<file path="src/rtl/conv_layer_sequencer.sv">
// Streams weights/biases/input map into the conv engine RAMs, starts it, forwards results (1-cycle latency).
// Stream backpressure: s_ready high only while loading; output beats have no backpressure.
module conv_layer_sequencer #(
    parameter int INPUT_CHANNELS  = 1,
    parameter int OUTPUT_CHANNELS = 32,
    parameter int KERNEL_SIZE     = 3,
    parameter int INPUT_WIDTH     = 30,
    parameter int INPUT_HEIGHT    = 30,
    localparam int W_SIZE    = OUTPUT_CHANNELS * INPUT_CHANNELS * KERNEL_SIZE * KERNEL_SIZE,
    localparam int I_SIZE    = INPUT_CHANNELS * INPUT_HEIGHT * INPUT_WIDTH,
    localparam int WA_W      = (W_SIZE > 1) ? $clog2(W_SIZE) : 1,
    localparam int BA_W      = (OUTPUT_CHANNELS > 1) ? $clog2(OUTPUT_CHANNELS) : 1,
    localparam int IA_W      = (I_SIZE > 1) ? $clog2(I_SIZE) : 1
) (
    input  logic            clk,
    input  logic            rstn,
    input  logic            layer_start,
    input  logic            cfg_load_params,
    input  logic [7:0]      s_data,
    input  logic            s_valid,
    output logic            s_ready,
    output logic [7:0]      weight_data_in,
    output logic            weight_data_we,
    output logic [WA_W-1:0] weight_data_addr,
    output logic [31:0]     bias_data_in,
    output logic            bias_data_we,
    output logic [BA_W-1:0] bias_data_addr,
    output logic [7:0]      input_data_in,
    output logic            input_data_we,
    output logic [IA_W-1:0] input_data_addr,
    output logic            eng_start,
    input  logic            eng_done,
    input  logic [7:0]      eng_result,
    input  logic            eng_valid,
    output logic [7:0]      m_data,
    output logic            m_valid,
    output logic            layer_busy,
    output logic            layer_done,
    output logic            err_count
);

    localparam int B_BYTES   = 4 * OUTPUT_CHANNELS;
    localparam int OUT_COUNT = OUTPUT_CHANNELS * (INPUT_HEIGHT - KERNEL_SIZE + 1)
                             * (INPUT_WIDTH - KERNEL_SIZE + 1);
    localparam int MAX_BYTES = (W_SIZE > I_SIZE) ? ((W_SIZE > B_BYTES) ? W_SIZE : B_BYTES)
                                                 : ((I_SIZE > B_BYTES) ? I_SIZE : B_BYTES);
    // Two spare bits so the bias group index slice [BA_W+1:2] always exists.
    localparam int CNT_W  = $clog2(MAX_BYTES) + 2;
    localparam int BEAT_W = $clog2(OUT_COUNT + 1);

    localparam logic [CNT_W-1:0]  W_LAST    = CNT_W'(W_SIZE - 1);
    localparam logic [CNT_W-1:0]  B_LAST    = CNT_W'(B_BYTES - 1);
    localparam logic [CNT_W-1:0]  I_LAST    = CNT_W'(I_SIZE - 1);
    localparam logic [BEAT_W-1:0] BEAT_FULL = BEAT_W'(OUT_COUNT);

    typedef enum logic [2:0] {
        IDLE, LOAD_W, LOAD_B, LOAD_I, START, RUN, FINISH
    } state_t;

    state_t              state;
    logic [CNT_W-1:0]    byte_cnt;
    logic [BEAT_W-1:0]   beat_cnt;
    logic [31:0]         bias_sr;
    logic                eng_done_q;
    logic                accept;

    assign accept = s_valid && s_ready;

    always_ff @(posedge clk or negedge rstn) begin
        if (!rstn) begin
            state            <= IDLE;
            byte_cnt         <= '0;
            beat_cnt         <= '0;
            bias_sr          <= '0;
            eng_done_q       <= 1'b0;
            s_ready          <= 1'b0;
            weight_data_in   <= '0;
            weight_data_we   <= 1'b0;
            weight_data_addr <= '0;
            bias_data_in     <= '0;
            bias_data_we     <= 1'b0;
            bias_data_addr   <= '0;
            input_data_in    <= '0;
            input_data_we    <= 1'b0;
            input_data_addr  <= '0;
            eng_start        <= 1'b0;
            m_data           <= '0;
            m_valid          <= 1'b0;
            layer_busy       <= 1'b0;
            layer_done       <= 1'b0;
            err_count        <= 1'b0;
        end else begin
            weight_data_we <= 1'b0;
            bias_data_we   <= 1'b0;
            input_data_we  <= 1'b0;
            eng_start      <= 1'b0;
            layer_done     <= 1'b0;
            m_valid        <= 1'b0;
            eng_done_q     <= eng_done;

            case (state)
                IDLE: begin
                    if (layer_start) begin
                        layer_busy <= 1'b1;
                        s_ready    <= 1'b1;
                        byte_cnt   <= '0;
                        state      <= cfg_load_params ? LOAD_W : LOAD_I;
                    end
                end

                LOAD_W: begin
                    if (accept) begin
                        weight_data_we   <= 1'b1;
                        weight_data_addr <= byte_cnt[WA_W-1:0];
                        weight_data_in   <= s_data;
                        if (byte_cnt == W_LAST) begin
                            byte_cnt <= '0;
                            state    <= LOAD_B;
                        end else begin
                            byte_cnt <= byte_cnt + 1'b1;
                        end
                    end
                end

                LOAD_B: begin
                    if (accept) begin
                        // Shift in from the top so byte 0 of a group ends up in [7:0].
                        bias_sr <= {s_data, bias_sr[31:8]};
                        if (byte_cnt[1:0] == 2'd3) begin
                            bias_data_we   <= 1'b1;
                            bias_data_addr <= byte_cnt[BA_W+1:2];
                            bias_data_in   <= {s_data, bias_sr[31:8]};
                        end
                        if (byte_cnt == B_LAST) begin
                            byte_cnt <= '0;
                            state    <= LOAD_I;
                        end else begin
                            byte_cnt <= byte_cnt + 1'b1;
                        end
                    end
                end

                LOAD_I: begin
                    if (accept) begin
                        input_data_we   <= 1'b1;
                        input_data_addr <= byte_cnt[IA_W-1:0];
                        input_data_in   <= s_data;
                        if (byte_cnt == I_LAST) begin
                            byte_cnt  <= '0;
                            s_ready   <= 1'b0;
                            eng_start <= 1'b1;
                            state     <= START;
                        end else begin
                            byte_cnt <= byte_cnt + 1'b1;
                        end
                    end
                end

                START: begin
                    beat_cnt <= '0;
                    state    <= RUN;
                end

                RUN: begin
                    if (eng_valid) begin
                        m_valid <= 1'b1;
                        m_data  <= eng_result;
                        if (beat_cnt == BEAT_FULL) begin
                            err_count <= 1'b1;
                        end else begin
                            beat_cnt <= beat_cnt + 1'b1;
                        end
                    end
                    // Only a fresh rising edge ends the run; a level left over from the last layer does not.
                    if (eng_done && !eng_done_q) begin
                        layer_done <= 1'b1;
                        state      <= FINISH;
                    end
                end

                FINISH: begin
                    if (beat_cnt != BEAT_FULL) begin
                        err_count <= 1'b1;
                    end
                    layer_busy <= 1'b0;
                    state      <= IDLE;
                end

                default: state <= IDLE;
            endcase
        end
    end

endmodule
</file>
<file path="config.mk">
export PLATFORM = sky130hd
export DESIGN_NAME = conv_layer_sequencer
export DESIGN_NICKNAME = d
export VERILOG_FILES = /design/src/rtl/conv_layer_sequencer.sv
export SDC_FILE = /design/constraint.sdc
export NUM_CORES = 1
export LEC_CHECK = 0
export CORE_MARGIN = 1
export CORE_UTILIZATION = 28
export CTS_CLUSTER_DIAMETER = 150
export DETAILED_ROUTE_END_ITERATION = 10
export GPL_TIMING_DRIVEN = 0
export HOLD_SLACK_MARGIN = 0.15
export SLEW_MARGIN = 20
export SYNTH_ARGS = -nofsm -noshare
export SYNTH_HDL_FRONTEND = slang
export SYNTH_SLANG_ARGS = --single-unit
</file>
<file path="constraint.sdc">
create_clock -name clk -period 2 [get_ports clk]
set_input_delay 0.6 -clock clk [delete_from_list [all_inputs] [get_ports clk]]
set_output_delay 0.6 -clock clk [all_outputs]
set_load 0.01 [all_outputs]
</file>
* Yosys cells after proc, flatten, opt, wreduce, memory -nomap -nowiden *
Cells that the tools add are included.

operators by class
  add/subtract/negate cells = 2
  eq/ne operators = 24
  reduce and logical (&&, ||, !) cells = 20
  multiplexer cells = 43

operators by type and width
  operator               number
  $mux 12                7
  $pmux 12 s4            1
  $mux 15                2
  $pmux 15 s2            1
  $mux 3                 8
  $ne 2x2->1 const B     12
  $mux 1                 19
  $pmux 3 s6             1
  $add 15x1->15 const B  1
  $eq 15x15->1 const B   1
  $ne 15x15->1 const B   1
  $add 12x1->12 const B  1
  $eq 12x10->1 const B   1
  $eq 12x7->1 const B    1
  $eq 12x9->1 const B    1
  $reduce_and 2->1       5
  $eq 3x3->1 const B     3
  $reduce_and 4->1       2
  $reduce_and 8->1       1
  $reduce_bool 2->1      4
  $eq 3x2->1 const B     2
  $pmux 1 s2             3
  $reduce_and 3->1       2
  $reduce_and 5->1       1
  other kinds (7)        8

word-level totals
  register bits after elaboration = 152
  output and inout bits = 89

* Logic depth before layout (Yosys ltp) *
  depth in word-level cells = 4
  depth in mapped cells = 8
  gate-level depth less buffers = 7

* Worst setup path after synthesis *
No wires, ideal clock.

  path kind = register -> register
  start point = reg byte_cnt[9]
  end point = reg byte_cnt[3]
  required time = 1.876 ns
  path buffers = 0
  stages on the path, launching flop included = 6
  arrival time = 1.959 ns
  setup slack = -0.083 ns
  path through = dfrtp_1 > or4_4 > o41a_1 > a32oi_2 > nor3_1 > a211o_1

between the ends
  word-level cells in the longest chain between the ends = 4
  elaborated cells between the ends (all ways) = 10
  those cells by class = 3 x eq/ne; 7 x mux

ends and longest elaborated chain
  what                                        RTL line       RTL
  start: declaration                          61             logic [CNT_W-1:0] byte_cnt;
  start signal: assignment                    120            byte_cnt <= byte_cnt + 1'b1;
  start signal: assignment                    138            byte_cnt <= byte_cnt + 1'b1;
  start signal: assignment                    154            byte_cnt <= byte_cnt + 1'b1;
  $eq 12x10->1, or another cell as far along  148            if (byte_cnt == I_LAST) begin
  $mux 12 (on tied branches)                  148, 116, 134
  $mux 12 (on tied branches)                  144, 112, 126
  $pmux 12 s4 (*)                             101            case (state)

Every way passes the cells marked *; elsewhere a longest branch is shown, timed or not. The select of a mux whose other input is x is not followed.
A chain may end at the register's enable or synchronous reset.

* Worst setup path in the final report *
  start point = reg byte_cnt[10]
  end point = reg byte_cnt[3]

Same word-level chain as after synthesis.

==> out/results.txt <==
main combinational cell family by area after synthesis -> multiplexers
Max-slew headroom -> 0.596
maximum VDD drop -> 815 uV
slew at the pin closest to its max-slew limit -> 601 ps
final instance area -> 0.00850 mm2
Inserted Diodes -> 0
Worst Path Class, Setup -> register to register
R2R Path Start -> byte_cnt[10]$_DFFE_PN0P_
failing checks -> setup timing
skew final -> 7.66 ps
gpl congestion -> 0.832
Layout fillers -> 1,955
distinct cell type count after synthesis -> 54
synthesized flop and latch total -> 144
Synth Area in XOR/XNOR -> 0.0130
fraction of registers with async set/reset -> 1.00
RSZ-0062 raised after global routing -> yes
Overall Power -> 13.0 mW
Starting Density -> 0.288
hold path cells -> 1
die width -> 149 um
DRT Pass-1 Iters -> 4
fin nets -> 639
mux cell area share after synthesis -> 0.197
num rows -> 53
initial antenna violation count -> 0
die area -> 0.0223 mm2
CTS Buf Count -> 17
Hold EP -> err_count$_DFFE_PN0P_
H-tree depth -> 4
Setup violations, final -> 12
CTS tree -> built
Syn. warnings -> 0
num ports -> 112
Slowest-stage cell, CP -> or4_4
Critical Path Fanout Max -> 6
HP Class -> register to register
CTS Buffer Depth -> 2
Seq/Total Area, Yosys -> 0.592
first-pass GRT wire length -> 24.7 mm
layout cell share with drive strength beyond 1 -> 0.325
synthesized area per cell -> 12.8 um2
post-route antenna net violation count -> 0
crit end category -> register
max_cap viols -> 0
syn_nets -> 500
DP Area -> 0.00758 mm2
Final min period -> 2210 ps
Pwr Density -> 1530 mW/mm2
Core Area -> 0.0212 mm2
Vias/cell -> 4.90
Syn Std Cell Area -> 0.00608 mm2
fin worst setup slack -> -212 ps
Clock Latency Late Sink -> 420 ps
minimum hold slack -> 477 ps
fin. max-slew vios -> 0
arrival time worst endpoint -> 2510 ps
status -> finished, violations left
Tcrit/Tclk final -> 1.11
Synth Area in Simple Gates -> 0.0958
Synth Area in Compound Gates -> 0.0722
clock-pin slew on the worst setup and hold paths -> 60 ps
Total Routed Length -> 15.4 mm
area added between synthesis and finish -> 39.7%
Hold Violations, Final -> 0
Post-route DRC -> 0
CTS sink count -> 144
pin count of the biggest net entering global routing -> 75
Crit path largest cell delay -> 520 ps
Leak -> 3.71 nW
DR iter-0 viols -> 260
vias in the first global route -> 4,541
I/O Buffers -> 111
Mapped Cells -> 474
total negative slack -> -1700 ps
root buf cell -> clkbuf_16
type of origin of the critical path -> register
r2r setup slk -> -210 ps
Peak Freq -> 0.452 GHz
Synth Area in Adders -> 0.00617
total track usage -> 0.144
hpwl dp -> 10.5 mm
Synth Flop Type -> dfrtp_1
DR WL/cell -> 17.1 um
Worst EP required -> 2300 ps
Overflow after GRT -> 0
R2R cell count -> 5
via count -> 4,410
Die Span Y -> 149 um
worst r2r dst -> byte_cnt[3]$_DFFE_PN0P_
number of synthesized flops with an enable pin -> 0
critical-path cell list -> or4_4 -> o41a_1 -> a32oi_4 -> nor3_2 -> a211o_1
Hold Crit Start -> err_count$_DFFE_PN0P_
cells in the final DEF, fill, tap and decap left out, drive strengths merged, types with 9 or more instances in the layout:
master / netlist / final
clkbuf: 18 / 33
dfrtp: 144 / 144
o21ai: 16 / 16
nor2: 25 / 25
a21oi: 19 / 19
buf: 7 / 22
inv: 9 / 10
mux2: 104 / 104
nor3: 13 / 13
nand2: 24 / 24
xnor2: 9 / 9
clkdlybuf4s50: 0 / 100
nand3: 10 / 10
dlymetal6s2s: 0 / 9
critical path, delay by kind of cell, from the launching register on:
kind            cells  cell delay [ps]
simple gates        2              580
compound gates      3             1100
flops               1              410
synth_stat cells (all sizes together) (5+ instances only):
master  instances  share of area
nand4           8         0.0082
clkbuf         18          0.011
xnor2           9          0.013
o21ai          16          0.013
nand2          24          0.015
inv             9         0.0056
nor2           25          0.015
buf             7         0.0058
nor4            5         0.0051
dfrtp         144           0.59
nand3          10         0.0082
nor3           13          0.012
mux2          104           0.19
a21oi          19          0.016
worst max path at each step:
stage,startpoint,to,slack [ps],cells after the start
finish,byte_cnt[10]$_DFFE_PN0P_,byte_cnt[3]$_DFFE_PN0P_,-210,5
global route,byte_cnt[7]$_DFFE_PN0P_,byte_cnt[10]$_DFFE_PN0P_,-250,5
CTS,byte_cnt[10]$_DFFE_PN0P_,byte_cnt[3]$_DFFE_PN0P_,-220,5
detailed placement,s_valid,weight_data_addr[6]$_DFFE_PN0P_,-1000,5
global placement,rstn,input_data_addr[8]$_DFFE_PN0P_,-5260,1
floorplan,byte_cnt[0]$_DFFE_PN0P_,byte_cnt[8]$_DFFE_PN0P_,-10,6
per-layer routing:
metal,share of wire,GRT usage,vias to the layer above
met2,0.48,0.227,146
met3,0.086,0.0621,18
met1,0.42,0.176,2244
met4,0.014,0.0474,0
met5,0,0,-
li1,-,-,2002
report_power, final:
group | switching [mW] | internal [mW]
Combinational | 2.18 | 2.69
Clock | 1.17 | 2.01
Sequential | 0.903 | 4.07
through the flow:
stage | setup WS (ps) | util | cells
after floorplan | -13.5 | - | 474
after global placement | -5260 | 0.357 | 860
after detailed placement | -998 | 0.358 | 861
after CTS | -223 | 0.396 | 896
after global routing | -253 | 0.402 | 900
final | -212 | 0.402 | 900
state kept, by name (all words and copies together) (netlist names), 3 cells and up:
| name | count |
|---|---|
| weight_data_in | 8 |
| m_data | 8 |
| weight_data_addr | 9 |
| input_data_in | 8 |
| bias_sr | 24 |
| byte_cnt | 12 |
| state | 3 |
| bias_data_addr | 5 |
| bias_data_in | 32 |
| input_data_addr | 10 |
| beat_cnt | 15 |
layout make-up:
type / instances / area [um2] / area share
Tap cell: 275 / 344 / 0.0405
Buffer: 20 / 124 / 0.0146
Clock buffer: 21 / 460 / 0.0542
Inverter: 10 / 40.0 / 0.00471
Multi-Input combinational cell: 295 / 2510 / 0.296
Clock inverter: 10 / 136 / 0.0160
Timing Repair Buffer: 125 / 1260 / 0.149
Sequential cell: 144 / 3610 / 0.425
kinds of logic (layout without fill, tap and decap cells):
group / Yosys count / in the layout
buffers and inverters: 35 / 186
AOI/OAI and AO/OA: 66 / 66
adders and majority gates: 3 / 3
xor gates and xnor gates: 9 / 9
DFF: 144 / 144
muxes: 107 / 107
and+or+nand+nor: 110 / 110
what timing repair did:
action,4_1_cts,5_1_grt
setup buffers,7,5
hold endpoints to repair,3,0
resized for setup,41,38
cloned,0,0
hold buffers,1,0
endpoints found under the setup margin,122,100
pin swaps,17,9
Power figures use the tool's default switching activity.
